[src/rtl/palette_ram_lut_pkg.sv]
// Shared widths, init value, FSM state type and the backdrop-mirroring address map for palette_ram_lut.
// Optional feature macro used by this block: PAL_GRAYSCALE_EN.
package palette_ram_lut_pkg;

  localparam int unsigned PAL_BITS  = 2;
  localparam int unsigned IDX_BITS  = 2;
  localparam int unsigned COLOR_W   = 6;
  localparam int unsigned ADDR_W    = 1 + PAL_BITS + IDX_BITS;
  localparam int unsigned DEPTH     = 2 ** ADDR_W;
  localparam int unsigned GRAY_LSBS = 4;

  localparam logic [COLOR_W-1:0] INIT_COLOR = COLOR_W'(6'h0F);

  typedef enum logic {
    ST_INIT = 1'b0,
    ST_RUN  = 1'b1
  } state_e;

  typedef struct packed {
    logic               valid;
    logic               transparent;
    logic [COLOR_W-1:0] color;
  } lk_result_t;

  // Colour index 0 of every palette on both planes mirrors the shared backdrop entry.
  function automatic logic [ADDR_W-1:0] pal_eff_addr(input logic                plane,
                                                     input logic [PAL_BITS-1:0] pal,
                                                     input logic [IDX_BITS-1:0] idx);
    return (idx == '0) ? '0 : {plane, pal, idx};
  endfunction

endpackage

[src/rtl/palette_ram_lut_if.sv]
// Lookup, CPU and status signals of palette_ram_lut; gray exists only with PAL_GRAYSCALE_EN.
interface palette_ram_lut_if;
  import palette_ram_lut_pkg::*;

  logic                lk_valid;
  logic                lk_fg;
  logic [PAL_BITS-1:0] lk_pal;
  logic [IDX_BITS-1:0] lk_idx;
  logic                out_valid;
  logic [COLOR_W-1:0]  out_color;
  logic                out_transparent;
  logic                cpu_we;
  logic                cpu_re;
  logic [ADDR_W-1:0]   cpu_addr;
  logic [COLOR_W-1:0]  cpu_wdata;
  logic [COLOR_W-1:0]  cpu_rdata;
  logic                cpu_rvalid;
  logic                busy;
`ifdef PAL_GRAYSCALE_EN
  logic                gray;

  modport master (output lk_valid, lk_fg, lk_pal, lk_idx, gray, cpu_we, cpu_re, cpu_addr, cpu_wdata,
                  input  out_valid, out_color, out_transparent, cpu_rdata, cpu_rvalid, busy);
  modport slave  (input  lk_valid, lk_fg, lk_pal, lk_idx, gray, cpu_we, cpu_re, cpu_addr, cpu_wdata,
                  output out_valid, out_color, out_transparent, cpu_rdata, cpu_rvalid, busy);
`else
  modport master (output lk_valid, lk_fg, lk_pal, lk_idx, cpu_we, cpu_re, cpu_addr, cpu_wdata,
                  input  out_valid, out_color, out_transparent, cpu_rdata, cpu_rvalid, busy);
  modport slave  (input  lk_valid, lk_fg, lk_pal, lk_idx, cpu_we, cpu_re, cpu_addr, cpu_wdata,
                  output out_valid, out_color, out_transparent, cpu_rdata, cpu_rvalid, busy);
`endif
endinterface

[src/rtl/palette_ram_lut_init_fsm.sv]
// Post-reset init sequencer: sweeps every palette entry with INIT_COLOR, then parks in RUN.
module palette_ram_lut_init_fsm
  import palette_ram_lut_pkg::*;
(
  input  logic               clk,
  input  logic               rst,
  output logic               busy_o,
  output logic               init_we_o,
  output logic [ADDR_W-1:0]  init_addr_o,
  output logic [COLOR_W-1:0] init_data_o
);

  state_e            state_q, state_d;
  logic [ADDR_W-1:0] cnt_q, cnt_d;
  logic              busy_q, busy_d;

  always_ff @(posedge clk) begin
    if (rst) begin
      state_q <= ST_INIT;
      cnt_q   <= '0;
      busy_q  <= 1'b1;
    end else begin
      state_q <= state_d;
      cnt_q   <= cnt_d;
      busy_q  <= busy_d;
    end
  end

  always_comb begin
    state_d = state_q;
    case (state_q)
      ST_INIT: if (cnt_q == ADDR_W'(DEPTH - 1)) state_d = ST_RUN;
      ST_RUN:  state_d = ST_RUN;
      default: state_d = ST_INIT;
    endcase
  end

  // busy_q tracks "state is INIT", so it doubles as the registered init write enable.
  always_comb begin
    cnt_d  = cnt_q;
    busy_d = (state_d == ST_INIT);
    if (state_q == ST_INIT) cnt_d = ADDR_W'(cnt_q + 1'b1);
  end

  assign busy_o      = busy_q;
  assign init_we_o   = busy_q;
  assign init_addr_o = cnt_q;
  assign init_data_o = INIT_COLOR;

endmodule

[src/rtl/palette_ram_lut.sv]
// Writable palette LUT: 2-stage lookup pipeline plus a CPU port over one RAM, self-initialised after reset.
// Optional feature macro: PAL_GRAYSCALE_EN (gray input masks the low colour bits of lookups).
module palette_ram_lut
  import palette_ram_lut_pkg::*;
(
  input logic              clk,
  input logic              rst,
  palette_ram_lut_if.slave bus
);

  logic               busy;
  logic               init_we;
  logic [ADDR_W-1:0]  init_addr;
  logic [COLOR_W-1:0] init_data;

  palette_ram_lut_init_fsm u_init (
    .clk         (clk),
    .rst         (rst),
    .busy_o      (busy),
    .init_we_o   (init_we),
    .init_addr_o (init_addr),
    .init_data_o (init_data)
  );

  logic               lk_acc_c, cpu_we_c, cpu_re_c;
  logic [ADDR_W-1:0]  lk_eff_c, cpu_eff_c;
  logic               wr_en_c;
  logic [ADDR_W-1:0]  wr_addr_c;
  logic [COLOR_W-1:0] wr_data_c;

  assign lk_acc_c  = bus.lk_valid & ~busy;
  assign cpu_we_c  = bus.cpu_we & ~busy;
  assign cpu_re_c  = bus.cpu_re & ~busy;
  assign lk_eff_c  = pal_eff_addr(bus.lk_fg, bus.lk_pal, bus.lk_idx);
  assign cpu_eff_c = pal_eff_addr(bus.cpu_addr[ADDR_W-1],
                                  bus.cpu_addr[ADDR_W-2 -: PAL_BITS],
                                  bus.cpu_addr[IDX_BITS-1:0]);

  // Init owns the write port while busy; CPU writes are already gated off then.
  always_comb begin
    wr_en_c   = 1'b0;
    wr_addr_c = cpu_eff_c;
    wr_data_c = bus.cpu_wdata;
    if (init_we) begin
      wr_en_c   = ~rst;
      wr_addr_c = init_addr;
      wr_data_c = init_data;
    end else if (cpu_we_c) begin
      wr_en_c   = ~rst;
    end
  end

  logic [COLOR_W-1:0] mem_q [DEPTH];

  always_ff @(posedge clk) begin
    if (wr_en_c) mem_q[wr_addr_c] <= wr_data_c;
  end

  // Synchronous reads see pre-write contents, giving read-before-write on same-address collisions.
  logic [COLOR_W-1:0] s1_color_q;
  always_ff @(posedge clk) begin
    s1_color_q <= mem_q[lk_eff_c];
  end

  logic       s1_valid_q, s1_transp_q;
  lk_result_t s2_q, s2_d;
`ifdef PAL_GRAYSCALE_EN
  logic       s1_gray_q;
`endif

  always_comb begin
    s2_d = '{valid: s1_valid_q, transparent: s1_transp_q, color: s1_color_q};
`ifdef PAL_GRAYSCALE_EN
    if (s1_gray_q) s2_d.color[GRAY_LSBS-1:0] = '0;
`endif
  end

  always_ff @(posedge clk) begin
    if (rst) begin
      s1_valid_q  <= 1'b0;
      s1_transp_q <= 1'b0;
`ifdef PAL_GRAYSCALE_EN
      s1_gray_q   <= 1'b0;
`endif
      s2_q        <= '0;
    end else begin
      s1_valid_q  <= lk_acc_c;
      s1_transp_q <= lk_acc_c & (bus.lk_idx == '0);
`ifdef PAL_GRAYSCALE_EN
      s1_gray_q   <= bus.gray;
`endif
      s2_q        <= s2_d;
    end
  end

  logic               cpu_rvalid_q;
  logic [COLOR_W-1:0] cpu_rdata_q;

  always_ff @(posedge clk) begin
    if (rst) begin
      cpu_rvalid_q <= 1'b0;
      cpu_rdata_q  <= '0;
    end else begin
      cpu_rvalid_q <= cpu_re_c;
      if (cpu_re_c) cpu_rdata_q <= mem_q[cpu_eff_c];
    end
  end

  assign bus.out_valid       = s2_q.valid;
  assign bus.out_color       = s2_q.color;
  assign bus.out_transparent = s2_q.transparent;
  assign bus.cpu_rvalid      = cpu_rvalid_q;
  assign bus.cpu_rdata       = cpu_rdata_q;
  assign bus.busy            = busy;

endmodule

[src/flat_wrapper.sv]
// flat-port wrapper written by rule: the top's interface ports become plain ports
module palette_ram_lut_flat import palette_ram_lut_pkg::*;
  (clk, rst, bus_lk_valid, bus_lk_fg, bus_lk_pal, bus_lk_idx, bus_cpu_we, bus_cpu_re, bus_cpu_addr, bus_cpu_wdata, bus_out_valid, bus_out_color, bus_out_transparent, bus_cpu_rdata, bus_cpu_rvalid, bus_busy);
  palette_ram_lut_if bus_i ();
  input logic clk;
  input logic rst;
  input wire logic [$bits(bus_i.lk_valid)-1:0] bus_lk_valid;
  input wire logic [$bits(bus_i.lk_fg)-1:0] bus_lk_fg;
  input wire logic [$bits(bus_i.lk_pal)-1:0] bus_lk_pal;
  input wire logic [$bits(bus_i.lk_idx)-1:0] bus_lk_idx;
  input wire logic [$bits(bus_i.cpu_we)-1:0] bus_cpu_we;
  input wire logic [$bits(bus_i.cpu_re)-1:0] bus_cpu_re;
  input wire logic [$bits(bus_i.cpu_addr)-1:0] bus_cpu_addr;
  input wire logic [$bits(bus_i.cpu_wdata)-1:0] bus_cpu_wdata;
  output wire logic [$bits(bus_i.out_valid)-1:0] bus_out_valid;
  output wire logic [$bits(bus_i.out_color)-1:0] bus_out_color;
  output wire logic [$bits(bus_i.out_transparent)-1:0] bus_out_transparent;
  output wire logic [$bits(bus_i.cpu_rdata)-1:0] bus_cpu_rdata;
  output wire logic [$bits(bus_i.cpu_rvalid)-1:0] bus_cpu_rvalid;
  output wire logic [$bits(bus_i.busy)-1:0] bus_busy;
  assign bus_i.lk_valid = bus_lk_valid;
  assign bus_i.lk_fg = bus_lk_fg;
  assign bus_i.lk_pal = bus_lk_pal;
  assign bus_i.lk_idx = bus_lk_idx;
  assign bus_i.cpu_we = bus_cpu_we;
  assign bus_i.cpu_re = bus_cpu_re;
  assign bus_i.cpu_addr = bus_cpu_addr;
  assign bus_i.cpu_wdata = bus_cpu_wdata;
  assign bus_out_valid = bus_i.out_valid;
  assign bus_out_color = bus_i.out_color;
  assign bus_out_transparent = bus_i.out_transparent;
  assign bus_cpu_rdata = bus_i.cpu_rdata;
  assign bus_cpu_rvalid = bus_i.cpu_rvalid;
  assign bus_busy = bus_i.busy;
  palette_ram_lut u_core (.clk(clk), .rst(rst), .bus(bus_i));
endmodule
[config.mk]
export PLATFORM = sky130hd
export DESIGN_NAME = palette_ram_lut_flat
export DESIGN_NICKNAME = d
export VERILOG_FILES = /design/src/rtl/palette_ram_lut_pkg.sv /design/src/rtl/palette_ram_lut_if.sv /design/src/rtl/palette_ram_lut_init_fsm.sv /design/src/rtl/palette_ram_lut.sv /design/src/flat_wrapper.sv
export SDC_FILE = /design/constraint.sdc
export NUM_CORES = 1
export LEC_CHECK = 0
export CAP_MARGIN = 20
export CORE_ASPECT_RATIO = 0.9
export CORE_MARGIN = 2
export CORE_UTILIZATION = 50
export DETAILED_ROUTE_END_ITERATION = 8
export PLACE_DENSITY_LB_ADDON = 0.25
export SYNTH_ARGS = -nofsm -noshare
export SYNTH_HDL_FRONTEND = slang
export SYNTH_SLANG_ARGS = --single-unit
[constraint.sdc]
create_clock -name clk -period 6.2 [get_ports clk]
set_input_delay 1.24 -clock clk [delete_from_list [all_inputs] [get_ports clk]]
set_output_delay 1.24 -clock clk [all_outputs]
set_load 0.005 [all_outputs]
==> summary.txt <==
Clocking
  • Clk_lat worst skew: 0.44 ns
  • CTS max path bufs: 2
  • Postcts setup bufs: 0
  • CTS clk-pin slew, worst paths: 0.07 ns
  • Num CTS Buffers: 17
  • Hold_buf cts: 0
  • CTS Sinks: 192
  • # resized after CTS: 0
  • TritonCTS clock tree: yes
  • CTS H-tree depth: 4
  • Root Buffer: clkbuf_16

Layout
  • Area grow syn2layout: 10.7%
  • ANT cells: 0
  • Finished Layout Cells: 1,009
  • Most common cell after layout, fill and taps aside: edfxtp_1
  • Commonest non-fill, non-tap cells in the layout: 162 x edfxtp_1, 69 x mux2i_1, 54 x nand2_1, 49 x nor2_1, 36 x a21oi_1
  • Final Net Count: 774
  • Layout cell share with drive strength beyond 1: 0.132
  • Final Cell Area: 10,300 sq um

Detailed routing
  • Final ANT Viol Nets: 0
  • Drt total wl: 26,700 um
  • DRC violations left: 0
  • Via/cell ratio: 6.60
  • WL per Instance: 26.5 um
  • DR pass1 iterations: 6
  • Via count: 6,661
  • Initial DRC count: 1,061

Worst setup path
  • WS Path Type: input pin to flip-flop
  • Arr. time, crit path: 3.65 ns
  • CP startpoint kind: input pin
  • Worst reg2reg path depth: 4
  • Worst Path Max Fanout: 37
  • Reg-to-Reg Start: u_core.u_init.busy_o
  • Crit. End Element: flip-flop
  • Worst path required time: 6.28 ns
  • RR Endpoint: u_core.mem_q[26][1]
  • Reg2reg setup slack: 3.53 ns

Synth
  • Post-synth top area share: 0.524
  • Yosys cell types: 62
  • Mapped Cells: 741
  • Synth Cell Area: 9280 sq um
  • Top post-synthesis cells by area: edfxtp_1 52%, mux2i_1 7.4%, dfxtp_1 6.5%
  • Synth Register Bits: 192
  • Synth warnings: 0
  • Post-Syn Nets: 764
  • Register area share after synthesis: 0.589
  • Syn Area/Cell: 12.5 sq um
  • Async set-reset flop share out of synthesis: 0
  • Area leader, netlist: edfxtp_1
  • Synth Flop Type: edfxtp_1
  • EDFF count, synth: 162

Min path
  • Hold wc startpoint: u_core.s1_transp_q
  • Hold Path Depth: 1
  • Hold Path Class: flip-flop to flip-flop
  • Hold Path Sink: u_core.bus.out_transparent

Placed design
  • DP HPWL: 18,100 um
  • Post-place instance area: 9690 sq um
  • Post-Place Cells: 977
  • I/O Buffers: 36
  • GPL Wtd Cong: 0.976

Timing
  • Fmax: 280 MHz
  • Setup violators final: 0
  • Worst-margin pin slew: 1.05 ns
  • Post-layout min period: 3.57 ns
  • Final Hold Viols: 0
  • Final period util: 0.575
  • RSZ-0062 raised after global routing: false
  • Setup TNS: 0 ns
  • Slew Limit Headroom: 0.303
  • Fin Clk Skew: 0.0101 ns
  • Max Slew Vio Count: 0

Global route
  • First-pass GRT wire length: 39,700 um
  • GRT Residual Overflow: 0
  • Vias in the first global route: 6,465
  • Total track usage: 0.276
  • Pin count of the biggest net entering global routing: 52
  • Initial antenna violation count: 0

Floorplan
  • Die area: 19,700 sq um
  • Die Y: 133 um
  • Initial core utilization: 0.507
  • FP Rows: 47
  • Die W: 148 um
  • I/O pins: 37
  • Core ar.: 18,300 sq um

Power
  • Leakage: 3.48 nW
  • Peak supply drop: 0.201 mV
  • Total power: 0.00271 W
  • Power Dens Cells: 264 nW/um^2

Run status
  • Outcome: completed

Run
  • Maxcap violations: 0
==> logic make-up after synthesis <==
family | after synthesis | synth area share
AO/OA/AOI/OAI | 196 | 0.157
XOR/XNOR | 3 | 0.00283
adder cells (fa/ha/maj) | 2 | 0.00270
buffers and inverters | 66 | 0.0372
flip-flops | 192 | 0.589
multiplexers | 104 | 0.120
AND/OR/NAND/NOR | 178 | 0.0918
==> synth_stat cells, types with 3 or more instances <==
cell	count
o2bb2ai_1	9
dfxtp_1	30
o21ai_0	26
clkbuf_1	10
a22oi_1	7
nor2_1	49
nor3_1	6
o21a_1	5
o221ai_1	8
nand2_1	54
nand2b_1	14
o211ai_1	6
o32a_1	5
a221oi_1	14
mux2i_1	69
buf_2	27
or2_2	7
o22ai_1	19
a221oi_2	4
buf_6	3
a32o_1	5
and2_1	3
o32ai_1	6
a31oi_1	10
and3_1	10
edfxtp_1	162
a211oi_1	6
buf_4	11
inv_1	12
a211o_1	6
nand3_1	9
mux2_2	31
nor2b_1	21
o41ai_2	5
a21oi_1	36
o21ai_1	3
==> metrics by stage <==
stage | setup WS (ns) | utilization | hold slack [ns]
after detailed placement | 2.27 | 0.530 | 0.426
after global placement | 2.40 | 0.530 | 0.423
after floorplan | 3.31 | - | 0.414
final | 2.63 | 0.562 | 0.452
after CTS | 2.74 | 0.562 | 0.457
after global routing | 2.56 | 0.562 | 0.469
==> final cells by class <==
cell class / instances / area, sq um
fill: 1480 / 8010
inverter: 13 / 48.8
multi-input combinational: 483 / 3480
clock buffer: 19 / 464
timing repair buffer: 44 / 395
sequential: 192 / 5470
clock inverter: 13 / 116
tap: 245 / 307
==> how the worst max path moves through the flow <==
| stage | slack, ns | endpoint | start | depth (start not counted) |
|---|---|---|---|---|
| floorplan | 3.31 | u_core.mem_q[21][0] | bus_cpu_addr[1] | 7 |
| global placement | 2.40 | u_core.mem_q[18][1] | bus_cpu_addr[1] | 6 |
| detailed placement | 2.27 | u_core.mem_q[13][3] | bus_cpu_addr[0] | 7 |
| CTS | 2.74 | u_core.mem_q[13][5] | bus_cpu_addr[0] | 7 |
| global route | 2.56 | u_core.mem_q[15][2] | bus_cpu_addr[0] | 7 |
| finish | 2.63 | u_core.mem_q[13][0] | bus_cpu_addr[0] | 7 |
==> power by group <==
part | internal (W) | switching (W) | total, W
Combinational | 0.0000909 | 0.000148 | 0.000239
Clock | 0.000563 | 0.000506 | 0.00107
Sequential | 0.00139 | 0.00000748 | 0.00140
==> critical path, stage by stage <==
cell and delay (ns):
buf_2 0.66, buf_4 0.40, nor2_1 0.15, o31a_1 0.34, nor2_1 0.17, nand2_1 0.19, nor2_1 0.44
==> per-layer routing <==
| metal | wire, um | track usage | up-vias |
|---|---|---|---|
| met3 | 3350 | 0.0966 | 54 |
| met5 | 0 | 0 | - |
| met2 | 11500 | 0.394 | 491 |
| li1 | - | - | 2893 |
| met4 | 689 | 0.0956 | 0 |
| met1 | 11200 | 0.395 | 3223 |
==> state kept, by name (all words and copies together) (netlist names) <==
register                    flops
u_core.bus.cpu_rdata            6
u_core.bus.cpu_rvalid           1
u_core.bus.out_color            6
u_core.bus.out_transparent      1
u_core.bus.out_valid            1
u_core.mem_q                  162
u_core.s1_color_q               6
u_core.s1_transp_q              1
u_core.s1_valid_q               1
u_core.u_init.busy_o            1
u_core.u_init.init_addr_o       5
u_core.u_init.state_q           1
Note: power is estimated with default switching activity, not from simulation.
